[src/rtl/fetch_ctrl.sv]
// Instruction-fetch sequencer: owns the PC, reads the byte-addressed ROM and
// buffers fetched words in a circular queue handed to issue via valid/ready.
module fetch_ctrl #(
    parameter int          DEPTH     = 4,
    parameter int          ROM_BYTES = 100,
    parameter logic [31:0] RESET_PC  = 32'd0
) (
    input  logic                       clk,
    input  logic                       rst,
    output logic                       rom_nrd,
    output logic [31:0]                rom_addr,
    input  logic [31:0]                rom_data,
    output logic                       inst_valid,
    output logic [31:0]                inst,
    output logic [31:0]                inst_pc,
    input  logic                       inst_ready,
    input  logic                       redirect,
    input  logic [31:0]                redirect_pc,
    output logic [$clog2(DEPTH):0]     count,
    output logic                       halted
);

    localparam int AW = $clog2(DEPTH);
    localparam int CW = AW + 1;

    // Two-state FSM; the state is visible on the halted output.
    localparam logic [0:0] FETCH = 1'b0;
    localparam logic [0:0] HALT  = 1'b1;

    // Handshake: the head entry transfers on a cycle where inst_valid and
    // inst_ready are both high; inst/inst_pc hold steady until that happens.
    logic [0:0]    state;
    logic [31:0]   pc;
    logic [31:0]   pc_next;
    logic [31:0]   q_inst [DEPTH];
    logic [31:0]   q_pc   [DEPTH];
    logic [AW-1:0] head;
    logic [AW-1:0] tail;
    logic [CW-1:0] cnt;
    logic          full;
    logic          pop;
    logic          fetch_en;

    // 33-bit sum so a PC near 2^32 cannot wrap into the legal range.
    function automatic logic legal_fetch(input logic [31:0] a);
        return ({1'b0, a} + 33'd3) <= 33'(ROM_BYTES - 1);
    endfunction

    assign pc_next  = pc + 32'd4;
    assign full     = (cnt == CW'(DEPTH));
    assign pop      = inst_valid & inst_ready;
    assign fetch_en = (state == FETCH) & ~redirect & ~rst & (~full | pop);

    assign rom_nrd    = ~fetch_en;
    assign rom_addr   = pc;
    assign inst_valid = (cnt != '0);
    assign inst       = inst_valid ? q_inst[head] : 32'd0;
    assign inst_pc    = inst_valid ? q_pc[head]   : 32'd0;
    assign count      = cnt;
    assign halted     = (state == HALT);

    always_ff @(posedge clk) begin
        if (rst) begin
            state <= FETCH;
            pc    <= RESET_PC;
            head  <= '0;
            tail  <= '0;
            cnt   <= '0;
        end else if (redirect) begin
            state <= legal_fetch(redirect_pc) ? FETCH : HALT;
            pc    <= redirect_pc;
            head  <= '0;
            tail  <= '0;
            cnt   <= '0;
        end else begin
            if (fetch_en) begin
                pc   <= pc_next;
                tail <= tail + AW'(1);
                if (!legal_fetch(pc_next)) begin
                    state <= HALT;
                end
            end
            if (pop) begin
                head <= head + AW'(1);
            end
            // A push and pop in the same cycle leave occupancy unchanged.
            if (fetch_en && !pop) begin
                cnt <= cnt + CW'(1);
            end else if (!fetch_en && pop) begin
                cnt <= cnt - CW'(1);
            end
        end
    end

    // Queue storage carries no reset; occupancy alone says what is valid.
    always_ff @(posedge clk) begin
        if (fetch_en) begin
            q_inst[tail] <= rom_data;
            q_pc[tail]   <= pc;
        end
    end

endmodule

[config.mk]
export PLATFORM = sky130hd
export DESIGN_NAME = fetch_ctrl
export DESIGN_NICKNAME = d
export VERILOG_FILES = /design/src/rtl/fetch_ctrl.sv
export SDC_FILE = /design/constraint.sdc
export NUM_CORES = 1
export LEC_CHECK = 0
export ABC_AREA = 1
export BUFFER_PORTS_ARGS = -buffer_cell sky130_fd_sc_hd__buf_2
export CAP_MARGIN = 20
export CORE_MARGIN = 4
export CORE_UTILIZATION = 30
export CTS_CLUSTER_DIAMETER = 60
export DETAILED_ROUTE_END_ITERATION = 8
export SYNTH_ARGS = -nofsm -noshare
export SYNTH_HDL_FRONTEND = slang
export SYNTH_SLANG_ARGS = --single-unit
[constraint.sdc]
create_clock -name clk -period 5.8 [get_ports clk]
set_input_delay 0.29 -clock clk [delete_from_list [all_inputs] [get_ports clk]]
set_output_delay 0.29 -clock clk [all_outputs]
set_load 0.01 [all_outputs]
==> Word level (Yosys, flattened, before mapping) <==
Memories as Yosys holds them, arrays and structs flattened. A register that Yosys moved wholly into a read port is not among the register bits.
Index checks and enable logic that the tools add are counted.
{ "totals": {"regBits": 40, "latch_bits": 0, "mem_bits_rw": 256, "romBits": 0, "in_bits": 68, "output_inout_bits": 102, "elab_cells": 53, "mem_count": 2} }
{ "classes": {"add_sub_neg": 7, "n_mul": 0, "div": 0, "magnitude_cmp": 2, "eq_ne": 2, "shifts": 0, "muxes": 16, "bitwise_logic": 10, "n_reduce_logical": 9} }
{ "memory_table": {"columns": ["name", "depth", "word_bits", "rd", "rd_ports_with_merged_regs", "wr", "line_no", "source"], "rows": [
  ["q_inst", 4, 32, 1, 1, 1, "35", "logic [31:0] q_inst [DEPTH];"],
  ["q_pc", 4, 32, 1, 1, 1, "36", "logic [31:0] q_pc [DEPTH];"]
]} }
{ "ops": {"columns": ["op", "count"], "rows": [
  ["$mux W32", 4],
  ["$add A32 B2 Y33 const B", 2],
  ["$le A33 B7 Y1 const B", 2],
  ["$add A32 B3 Y32 const B", 1],
  ["$mux W2", 4],
  ["$mux W1", 6],
  ["$mux W3", 2],
  ["$not A1 Y1", 5],
  ["$add A2 B1 Y2 const B", 2],
  ["$and A1 B1 Y1", 4],
  ["$reduce_bool A2 Y1", 2],
  ["$add A3 B1 Y3 const B", 1],
  ["$eq A3 B3 Y1 const B", 1],
  ["$reduce_bool A3 Y1", 1],
  ["$sub A3 B1 Y3 const B", 1],
  ["$logic_and A1 B1 Y1", 2],
  ["$logic_not A1 Y1", 2],
  ["$ne A2 B2 Y1 const B", 1],
  ["$reduce_and A2 Y1", 1],
  ["$reduce_or A2 Y1", 1],
  ["$or A1 B1 Y1", 1]
]} }

==> Depth between registers and ports, before layout <==
Gate-level depths: netlist (run 1).
{ "logic_depth": {"depth_word": 8, "mapped_depth": 23} }

==> Worst setup path before layout (run 1) <==
Ideal clock, no wire load.
{ "synth_path": {"path_kind": "input port to flip-flop", "from": "input rst", "to": "memory q_inst[0][0], enable pin", "arrival_ns": 3.812, "setup_slack_ns": 1.502, "stages": 5, "n_path_buf": 2, "path_cell_list": "buf_2 > inv_1 > nand3_1 > clkbuf_1 > nor2_1"} }
{ "synth_between": {"elab_chain_cells": 5} }
{ "synth_lines": {"columns": ["element", "line_no", "source"], "rows": [
  ["start: declaration", "9", "input logic rst,"],
  ["$not A1 Y1", "52", "assign fetch_en = (state == FETCH) & ~redirect & ~rst & (~full | pop);"],
  ["$and A1 B1 Y1 (2 in series)", "52", null],
  ["$mux W1", "97", "if (fetch_en) begin"],
  ["$mux W1 (not written as such)", "98", "q_inst[tail] <= rom_data;"],
  ["end: declaration", "35", null]
]} }
No other way between the ends.

==> results of run 1 <==
-- stage by stage --
stage | hold slack, ns | util, % | power (mW) | cells | area, sq um
2_1_floorplan | 0.389 | - | 2.70 | 1701 | 15000
3_3_place_gp | 0.450 | 33.6 | 2.90 | 2481 | 16600
3_5_place_dp | 0.455 | 33.6 | 2.91 | 2481 | 16600
4_1_cts | 0.0538 | 36.3 | 4.88 | 2571 | 17900
5_1_grt | 0.0762 | 36.3 | 5.03 | 2571 | 17900
6_report | 0.0804 | 36.3 | 4.82 | 2571 | 17900
-- per-layer routing --
| metal | wire [um] | global-route usage, % |
|---|---|---|
| met4 | 738 | 3.59 |
| met2 | 19800 | 25.4 |
| met1 | 19800 | 21.8 |
| met3 | 2610 | 2.93 |
| met5 | 0 | 0 |
-- registers in the layout, summed over array words and instances, names as in the netlist, named ones only --
register,count
q_pc,128
count,3
tail,2
q_inst,128
halted,1
rom_addr,32
head,2
-- logic make-up (layout without fill, tap and decap cells) --
kind of cell             Yosys count  after routing  share of synthesized area [%]
AO/OA/AOI/OAI                    258            258                           9.10
adder cells (fa/ha/maj)           13             13                           1.13
AND/OR/NAND/NOR                  925            925                           26.7
XOR/XNOR                          29             29                           1.69
buffers and inverters            178            384                           4.54
flip-flops                       298            298                           56.8
-- layout by cell type, fill, tap and decap left out, drive strengths merged, types with 5 or more instances in the layout --
master	n
a21oi	77
a221oi	5
a31oi	21
buf	179
clkbuf	45
clkinv	13
dfxtp	42
dlygate4sd3	32
edfxtp	256
ha	12
inv	115
nand2	359
nand3	86
nand3b	5
nand4	25
nor2	421
nor3	21
o21ai	146
xnor2	11
xor2	18
-- area by class of cell --
cell class | instances | area, sq um
clock inverters | 13 | 71.3
flip-flops and latches | 298 | 8530
clock buffers | 45 | 927
inverters | 115 | 433
multi-input cells | 1225 | 5840
fillers | 5018 | 31400
repair buffers | 211 | 1240
well taps | 664 | 831
-- power by group through the flow --
stage          sequential (mW)  clock, mW  combinational (mW)
2_1_floorplan             2.45          0               0.246
3_3_place_gp              2.48          0               0.426
5_1_grt                   2.44       2.09               0.499
4_1_cts                   2.43       1.99               0.450
3_5_place_dp              2.48          0               0.431
6_report                  2.43       1.94               0.445
-- what timing repair did --
action / in CTS / in global routing
endpoints found under the hold margin: 128 / 0
hold buffers: 32 / 0
setup buffers: 0 / 0
-- worst paths after layout --
| check | endpoint | slack (ns) | cells after the start |
|---|---|---|---|
| setup / recovery | inst_pc[31] | 2.33 | 5 |
| hold / removal | rom_addr[1] | 0.08 | 3 |
| setup reg to reg | count[2] | 2.52 | 12 |
| hold reg to reg | flip-flop | 0.47 | 2 |
-- worst min-delay path: cells and delay by family --
kind	cells	cell delay (ns)
buf+inv	2	0.14
compound gates	1	0.14
==> results.md, run 1 <==
* Global placer's final weighted congestion at 0.881
* Vias/cell at 4.81
* Placement Setup Slack at 2.22 ns
* Critical Path, Cell by Cell: clkinv_2, buf_4, o21ai_0, a21oi_1, buf_2
* Tmin final at 3.47 ns
* Pin count of the biggest net entering global routing at 88
* VDD IR-drop max at ~140 uV
* H-tree Lvls at 2
* Ys flop type: edfxtp_1
* Final setup fails at 0
* Critical path's largest stage delay at roughly 0.72 ns
* Top-level port count at 170
* Relative slew slack at 33.1%
* Max-cap violations at 0
* Core outline area at 49,300 sq um
* Crit path max fanout at 72
* Clock Latency Late Sink at 0.53 ns
* Status: complete, no violations
* Setup crit start kind: flip-flop
* Number of synthesized flops with an enable pin at ~260
* Flops & latches, synth at 298
* Hold Crit Class: in2reg
* Final HPWL DP at between 20 and 30 mm
* Sw Ratio at approximately a quarter
* F_max at 288 MHz
* Post-Synthesis Cells at ~1,700
* Synth Warn # at 0
* First-pass GRT wire length at 66.7 mm
* Vias in the first global route at roughly 12,000
* Crit Path Class: reg2out
* # DRC at 0
* Die Wd at 232 um
* Worst setup margin at 2.33 ns
* Clock power share at 40.3%
* Cell Area, Synth at about 15,000 sq um
* Row Count at 81
* Root Buffer: clkbuf_16
* Ant diodes at 0
* Final Max Tran Viols at 0
* Clock Path Buffers at 3
* Top-count cell post-synth: nor2_1
* RSZ-0062 raised after global routing: no
* Synth-to-Final Area Change at 19.0%
* Antenna violations before repair at 0
* Synth top area share at 51.2%
* CTS Buf Count at 34
* Post-synth net total at 1,782
* Register area share after synthesis at 56.8%
* Initial drt markers at approximately 860
* All-Layer GR Usage at 15.6%
* Netlist cell types at 42
* Period utilisation layout at 59.8%
* Slew @ Worst Pin at 1.00 ns
* IO buf count at 169
* Sw Pwr at ~1.2 mW
* Initial Utilization at a little under a third
* Routed via count at 12,357
* Critical path buffers and inverters at 3
* Layout Nets at 1,966
* Reg2reg start: count[0]
* Share of cells above drive strength 1 at 16.5%
* Ys async rst share at 0%
* Die Ht at 232 um
* Final wirelength at 43.0 mm
* Yosys top cell by area: edfxtp_1
* Hold_sp: redirect_pc[1]
* Worst path top cell family by delay: buffers and inverters
* Logic pwr share at 9.2%
* Crit path DAT at roughly 3.2 ns
* Cell Pwr Density at roughly 270 nW/um^2
* Worst endpoint required time at 5.51 ns
* Fin. Hold Viols at 0
* Setup Skew at 0.0241 ns
* Full die area at 53,700 sq um
* Post-cts resize count at 0
* Synth cell count leaders: nor2_1, nand2_1, edfxtp_1, o21ai_0, inv_1
* Sinks on Clock Net at 298
* Mean Syn Cell Area at 8.83 sq um
* CTS clock-pin slew for the worst setup and hold paths at ~0.060 ns
* Slowest cell on crit path: clkinv_2
* Area contributors post-synth: edfxtp_1, nor2_1, nand2_1, dfxtp_1, o21ai_0
* CTS tree: done
* Drt pass-1 iters at 5
* Routed len/inst at 16.7 um
* Leak at between 6 and 7 nW
* Final setup TNS at 0 ns
* P_int at 3.64 mW
* GRT overflow at 0
* Post-DRT Antenna Nets at 0
* CP endpoint kind: output pin
* Seq pwr share at 50.5%
Note: power is estimated with default switching activity, not from simulation.
==> run 2: changes to the inputs <==
==> constraint.sdc (replaced) <==
create_clock -name clk -period 3.2 [get_ports clk]
set_input_delay 0.16 -clock clk [delete_from_list [all_inputs] [get_ports clk]]
set_output_delay 0.16 -clock clk [all_outputs]
set_load 0.01 [all_outputs]
==> results.md, run 2 (synthesis gave the netlist of run 1 again) <==
* Drt pass-1 iters at 5
* Root Buffer: clkbuf_16
* Synth-to-Final Area Change at 22.9%
* Relative slew slack at 37.4%
* Leak at 7.01 nW
* Fin. Hold Viols at 0
* CTS Buf Count at 31
* First-pass GRT wire length at between 60 and 70 mm
* Final wirelength at 45.2 mm
* H-tree Lvls at 1
* Core outline area at roughly 49,000 sq um
* Core Util, Final at 37.5%
* Tmin final at approximately 3.0 ns
* GRT overflow at 0
* Post-DRT Antenna Nets at 0
* Pin count of the biggest net entering global routing at 129
* Antenna violations before repair at 0
* VDD IR-drop max at slightly below 300 uV
* Full die area at 53,700 sq um
* Crit path max fanout at 11
* Cell Pwr Density at 473 nW/um^2
* # DRC at 0
* Final Power at 8.74 mW
* Die Wd at 232 um
* Setup crit start kind: flip-flop
* Initial Utilization at 30.5%
* Max-cap violations at 0
* Vias in the first global route at 12,205
* Reg2reg start: rom_addr[13]
* Routed len/inst at 17.2 um
* Commonest non-fill, non-tap cell in the layout: nor2_1
* Final setup fails at 0
* Layout Nets at between 2,000 and 2,500
* Setup Skew at 0.00681 ns
* CP endpoint kind: flip-flop
* Hold Crit Class: in2reg
* Most frequent cells in the layout: nor2_1, nand2_1, edfxtp_1
* Period utilisation layout at 92.6%
* Row Count at 81
* Crit Path Class: reg2reg
* Post-CTS setup buffers at 0
* Vias/cell at 4.80
* IO buf count at approximately 170
* Clock Path Buffers at 3
* Ant diodes at 0
* CTS tree: done
* F_max at 337 MHz
* Initial drt markers at between 900 and 1,000
* Global placer's final weighted congestion at between 0.9 and 1
* Top-level port count at 170
* Final setup TNS at 0 ns
* Final Max Tran Viols at 0
* All-Layer GR Usage at 16.3%
* Slew @ Worst Pin at between 0.9 and 1 ns
* Clock Latency Late Sink at approximately 0.56 ns
* Worst endpoint required time at 3.64 ns
* FILL cells at ~5,000
* Crit path DAT at 3.41 ns
* Crit path capture: halted
* FF-to-FF setup slack at 0.24 ns
* Sinks on Clock Net at 298
* Status: complete, no violations
* Crit path launch: rom_addr[13]
* Worst R2R End: halted
* Final HPWL DP at about 30 mm
* Die Ht at 232 um
* Worst r2r path cells at 17
* RSZ-0062 raised after global routing: no
* Share of cells above drive strength 1 at 17.9%
* CTS clock-pin slew for the worst setup and hold paths at 0.06 ns
* Routed via count at 12,618
run 2: cell count changes in the layout (fill, tap and decap cells not counted), moves of 2 or more:
cell / change
buf_12: +7
buf_4: +25
bufinv_16: +2
clkbuf_16: -4
clkbuf_2: -3
clkinv_1: -4
clkinv_2: +4
clkinv_4: +2
dfxtp_1: -2
dfxtp_2: +2
dlygate4sd3_1: +27
run 2: worst min-delay path by stage:
stage                          from            end  slack (ns)  depth (start not counted)
global route        redirect_pc[31]   rom_addr[31]        0.04                          3
CTS                 redirect_pc[31]   rom_addr[31]     0.00007                          3
finish               redirect_pc[4]    rom_addr[4]        0.04                          3
detailed placement      rom_data[5]   q_inst[0][5]        0.38                          1
floorplan               rom_data[0]   q_inst[0][0]        0.26                          0
global placement       rom_data[14]  q_inst[0][14]        0.37                          1
run 2: what timing repair did:
item / 4_1_cts / 5_1_grt
hold endpoints to repair: 155 / 0
setup endpoints to repair: 0 / 1
gates resized for setup: 0 / 2
hold buffers: 59 / 0
run 2: through the flow:
step           area [sq um]  worst slack [ns]  hold slack (ns)  instances
2_1_floorplan         15000           -0.0462            0.259       1701
3_3_place_gp          16900             0.194            0.369       2513
3_5_place_dp          16900             0.183            0.378       2513
4_1_cts               18500             0.170        0.0000714       2628
5_1_grt               18500          0.000852           0.0361       2628
6_report              18500             0.236           0.0442       2628
run 2: per-layer routing:
layer | vias up | routed length [um] | global-route usage [%]
met2 | 367 | 20900 | 27.2
met1 | 5984 | 20300 | 22.0
met5 | - | 0 | 0
met4 | 0 | 939 | 3.70
li1 | 6196 | - | -
met3 | 71 | 3050 | 3.34
run 2: layout make-up:
| type | instances | area (sq um) | area share, % |
|---|---|---|---|
| Sequential cell | 298 | 8540 | 46.3 |
| Multi-Input combinational cell | 1225 | 5840 | 31.6 |
| Timing Repair Buffer | 270 | 1840 | 9.97 |
| Tap cell | 664 | 831 | 4.50 |
| Clock buffer | 39 | 826 | 4.47 |
| Inverter | 115 | 434 | 2.35 |
| Clock inverter | 17 | 153 | 0.827 |
run 2: worst max-delay path, stage by stage (launching register included):
cell and delay [ns]:
dfxtp_1 0.65, nand2_1 0.16, nor2_2 0.24, nand2_1 0.20, o21ai_1 0.16, nand2_1 0.13
nor2_1 0.25, nand2_1 0.14, nor2_4 0.19, nand3_1 0.09, nand2_1 0.11, nand2_1 0.07
nor2_1 0.09, nand2_1 0.08, nor2_1 0.10, nand2_1 0.06, nand2_1 0.07, a21oi_2 0.06
run 2: power breakdown:
group	internal [mW]	switching [mW]	total [mW]	leakage (nW)
sequential	4.29	0.0749	4.36	2.68
clock	1.99	1.46	3.45	0.481
combinational	0.325	0.603	0.928	3.86
total	6.60	2.14	8.74	7.01
==> run 3: changes to the inputs <==
--- a/config.mk
+++ b/config.mk
@@ -12,6 +12,7 @@
 export CORE_UTILIZATION = 30
 export CTS_CLUSTER_DIAMETER = 60
 export DETAILED_ROUTE_END_ITERATION = 8
+export PLACE_DENSITY = 0.45
 export SYNTH_ARGS = -nofsm -noshare
 export SYNTH_HDL_FRONTEND = slang
 export SYNTH_SLANG_ARGS = --single-unit
==> results.md, run 3 (synthesis gave the netlist of run 1 again) <==
* Status: complete, no violations
* Worst setup margin at 0.257 ns
* Final setup fails at 0
* Hold slack at 0.0285 ns
* Root Buffer: clkbuf_16
* Most frequent cells in the layout: nor2_1, nand2_1, edfxtp_1
* # DRC at 0
* Final setup TNS at 0 ns
* Initial Utilization at 30.5%
* Pin count of the biggest net entering global routing at about 130
* Core outline area at approximately 49,000 sq um
* Initial drt markers at 811
* Final Max Tran Viols at 0
* Crit path max fanout at 8
* Vias in the first global route at 12,481
* Routed via count at 12,542
* Setup Skew at ~0.014 ns
* VDD IR-drop max at approximately 380 uV
* Placement Setup Slack at 0.0982 ns
* CTS clock-pin slew for the worst setup and hold paths at 0.06 ns
* Drt pass-1 iters at 5
* Vias/cell at 4.74
* Die Ht at between 200 and 250 um
* Sinks on Clock Net at 298
* IO buf count at about 170
* CTS Buf Count at 36
* Top-level port count at 170
* Synth-to-Final Area Change at 24.6%
* GRT overflow at 0
* CP endpoint kind: flip-flop
* F_max at 340 MHz
* Slew @ Worst Pin at 0.960 ns
* Crit path DAT at 3.36 ns
* Share of cells above drive strength 1 at between 15 and 20%
* H-tree Lvls at 2
* Die Wd at 232 um
* Full die area at 53,700 sq um
* Setup crit start kind: flip-flop
* Hold Crit Class: in2reg
* Global placer's final weighted congestion at 0.874
* First-pass GRT wire length at between 70 and 80 mm
* Final wirelength at 48.1 mm
* Commonest non-fill, non-tap cell in the layout: nor2_1
* Tmin final at around 3 ns
* RSZ-0062 raised after global routing: no
* Max-cap violations at 0
* Crit Path Class: reg2reg
* Clock Path Buffers at 3
* All-Layer GR Usage at 17.8%
* Final HPWL DP at 32.8 mm
* CTS tree: done
* Leak at 7.14 nW
* Post-DRT Antenna Nets at 0
* Post-CTS setup buffers at 0
* Routed len/inst at 18.2 um
* Relative slew slack at 36.0%
* Period utilisation layout at between 90% and 100%
* Antenna violations before repair at 1
* Ant diodes at 0
* Cell Pwr Density at 484 nW/um^2
* Row Count at slightly above 80
* Fin. Hold Viols at 0
* Worst endpoint required time at 3.61 ns
* FILL cells at between 5,000 and 6,000
* Clock Latency Late Sink at 0.54 ns
* Layout Nets at 2,038
==> run 3: through the flow <==
| stage | std cells | instance area (sq um) | power (mW) | util [%] |
|---|---|---|---|---|
| final | 2644 | 18700 | 9.06 | 38.0 |
| after global placement | 2526 | 17100 | 5.34 | 34.6 |
| after global routing | 2644 | 18700 | 9.47 | 38.0 |
| after CTS | 2644 | 18700 | 9.19 | 38.0 |
| after floorplan | 1701 | 15000 | 4.89 | - |
| after detailed placement | 2526 | 17100 | 5.34 | 34.6 |
==> run 3: critical path, stage by stage, from the launching register on <==
cell and delay [ns]:
dfxtp_1 0.51, nand2_1 0.23, nor2_4 0.27, nand2_4 0.13, nand2_1 0.08, nand2_1 0.16, nor2_2 0.17, nand3_2 0.12
nor2_4 0.16, nand2_1 0.07, nand2_1 0.07, nand2_1 0.06, nor2_1 0.16, nand2_1 0.07, nor2_1 0.19, nand2_1 0.08
nor2_1 0.08, nand2_1 0.06, nand2_1 0.07, a21oi_2 0.06
==> run 3: final timing paths <==
kind / startpoint / endpoint / slack [ns] / depth (start not counted)
setup / recovery: rom_addr[7] / halted / 0.26 / 19
setup reg to reg: rom_addr[7] / halted / 0.26 / 19
hold / removal: redirect_pc[2] / rom_addr[2] / 0.03 / 3
hold reg to reg: head[1] / flip-flop / 0.49 / 2
==> run 3: report_power, final <==
group | internal (mW) | switching (mW) | total (mW)
Combinational | 0.331 | 0.611 | 0.942
Clock | 2.16 | 1.59 | 3.75
Sequential | 4.29 | 0.0752 | 4.36
Total | 6.78 | 2.28 | 9.06
==> run 3: area by class of cell <==
type / count / area [sq um] / share of cell area (%)
Inverter: 115 / 433 / 2.31
Clock inverter: 16 / 124 / 0.662
Multi-Input combinational cell: 1225 / 5840 / 31.2
Sequential cell: 298 / 8540 / 45.7
Clock buffer: 45 / 935 / 5.00
Tap cell: 664 / 831 / 4.44
Timing Repair Buffer: 281 / 2000 / 10.7
==> run 3: timing repair <==
item | 4_1_cts | 5_1_grt
gates resized for setup | 0 | 5
hold endpoints to repair | 153 | 0
hold buffers | 57 | 0
setup endpoints to repair | 0 | 1
==> run 3: metal layers <==
metal	vias to the layer above	global-route usage [%]	routed length (um)	share of wire (%)
li1	6246	-	-	-
met1	5952	24.5	22600	47
met2	290	29.2	22100	46
met3	54	3.24	2500	5.2
met4	0	4.11	942	2.0
met5	-	0	0	0
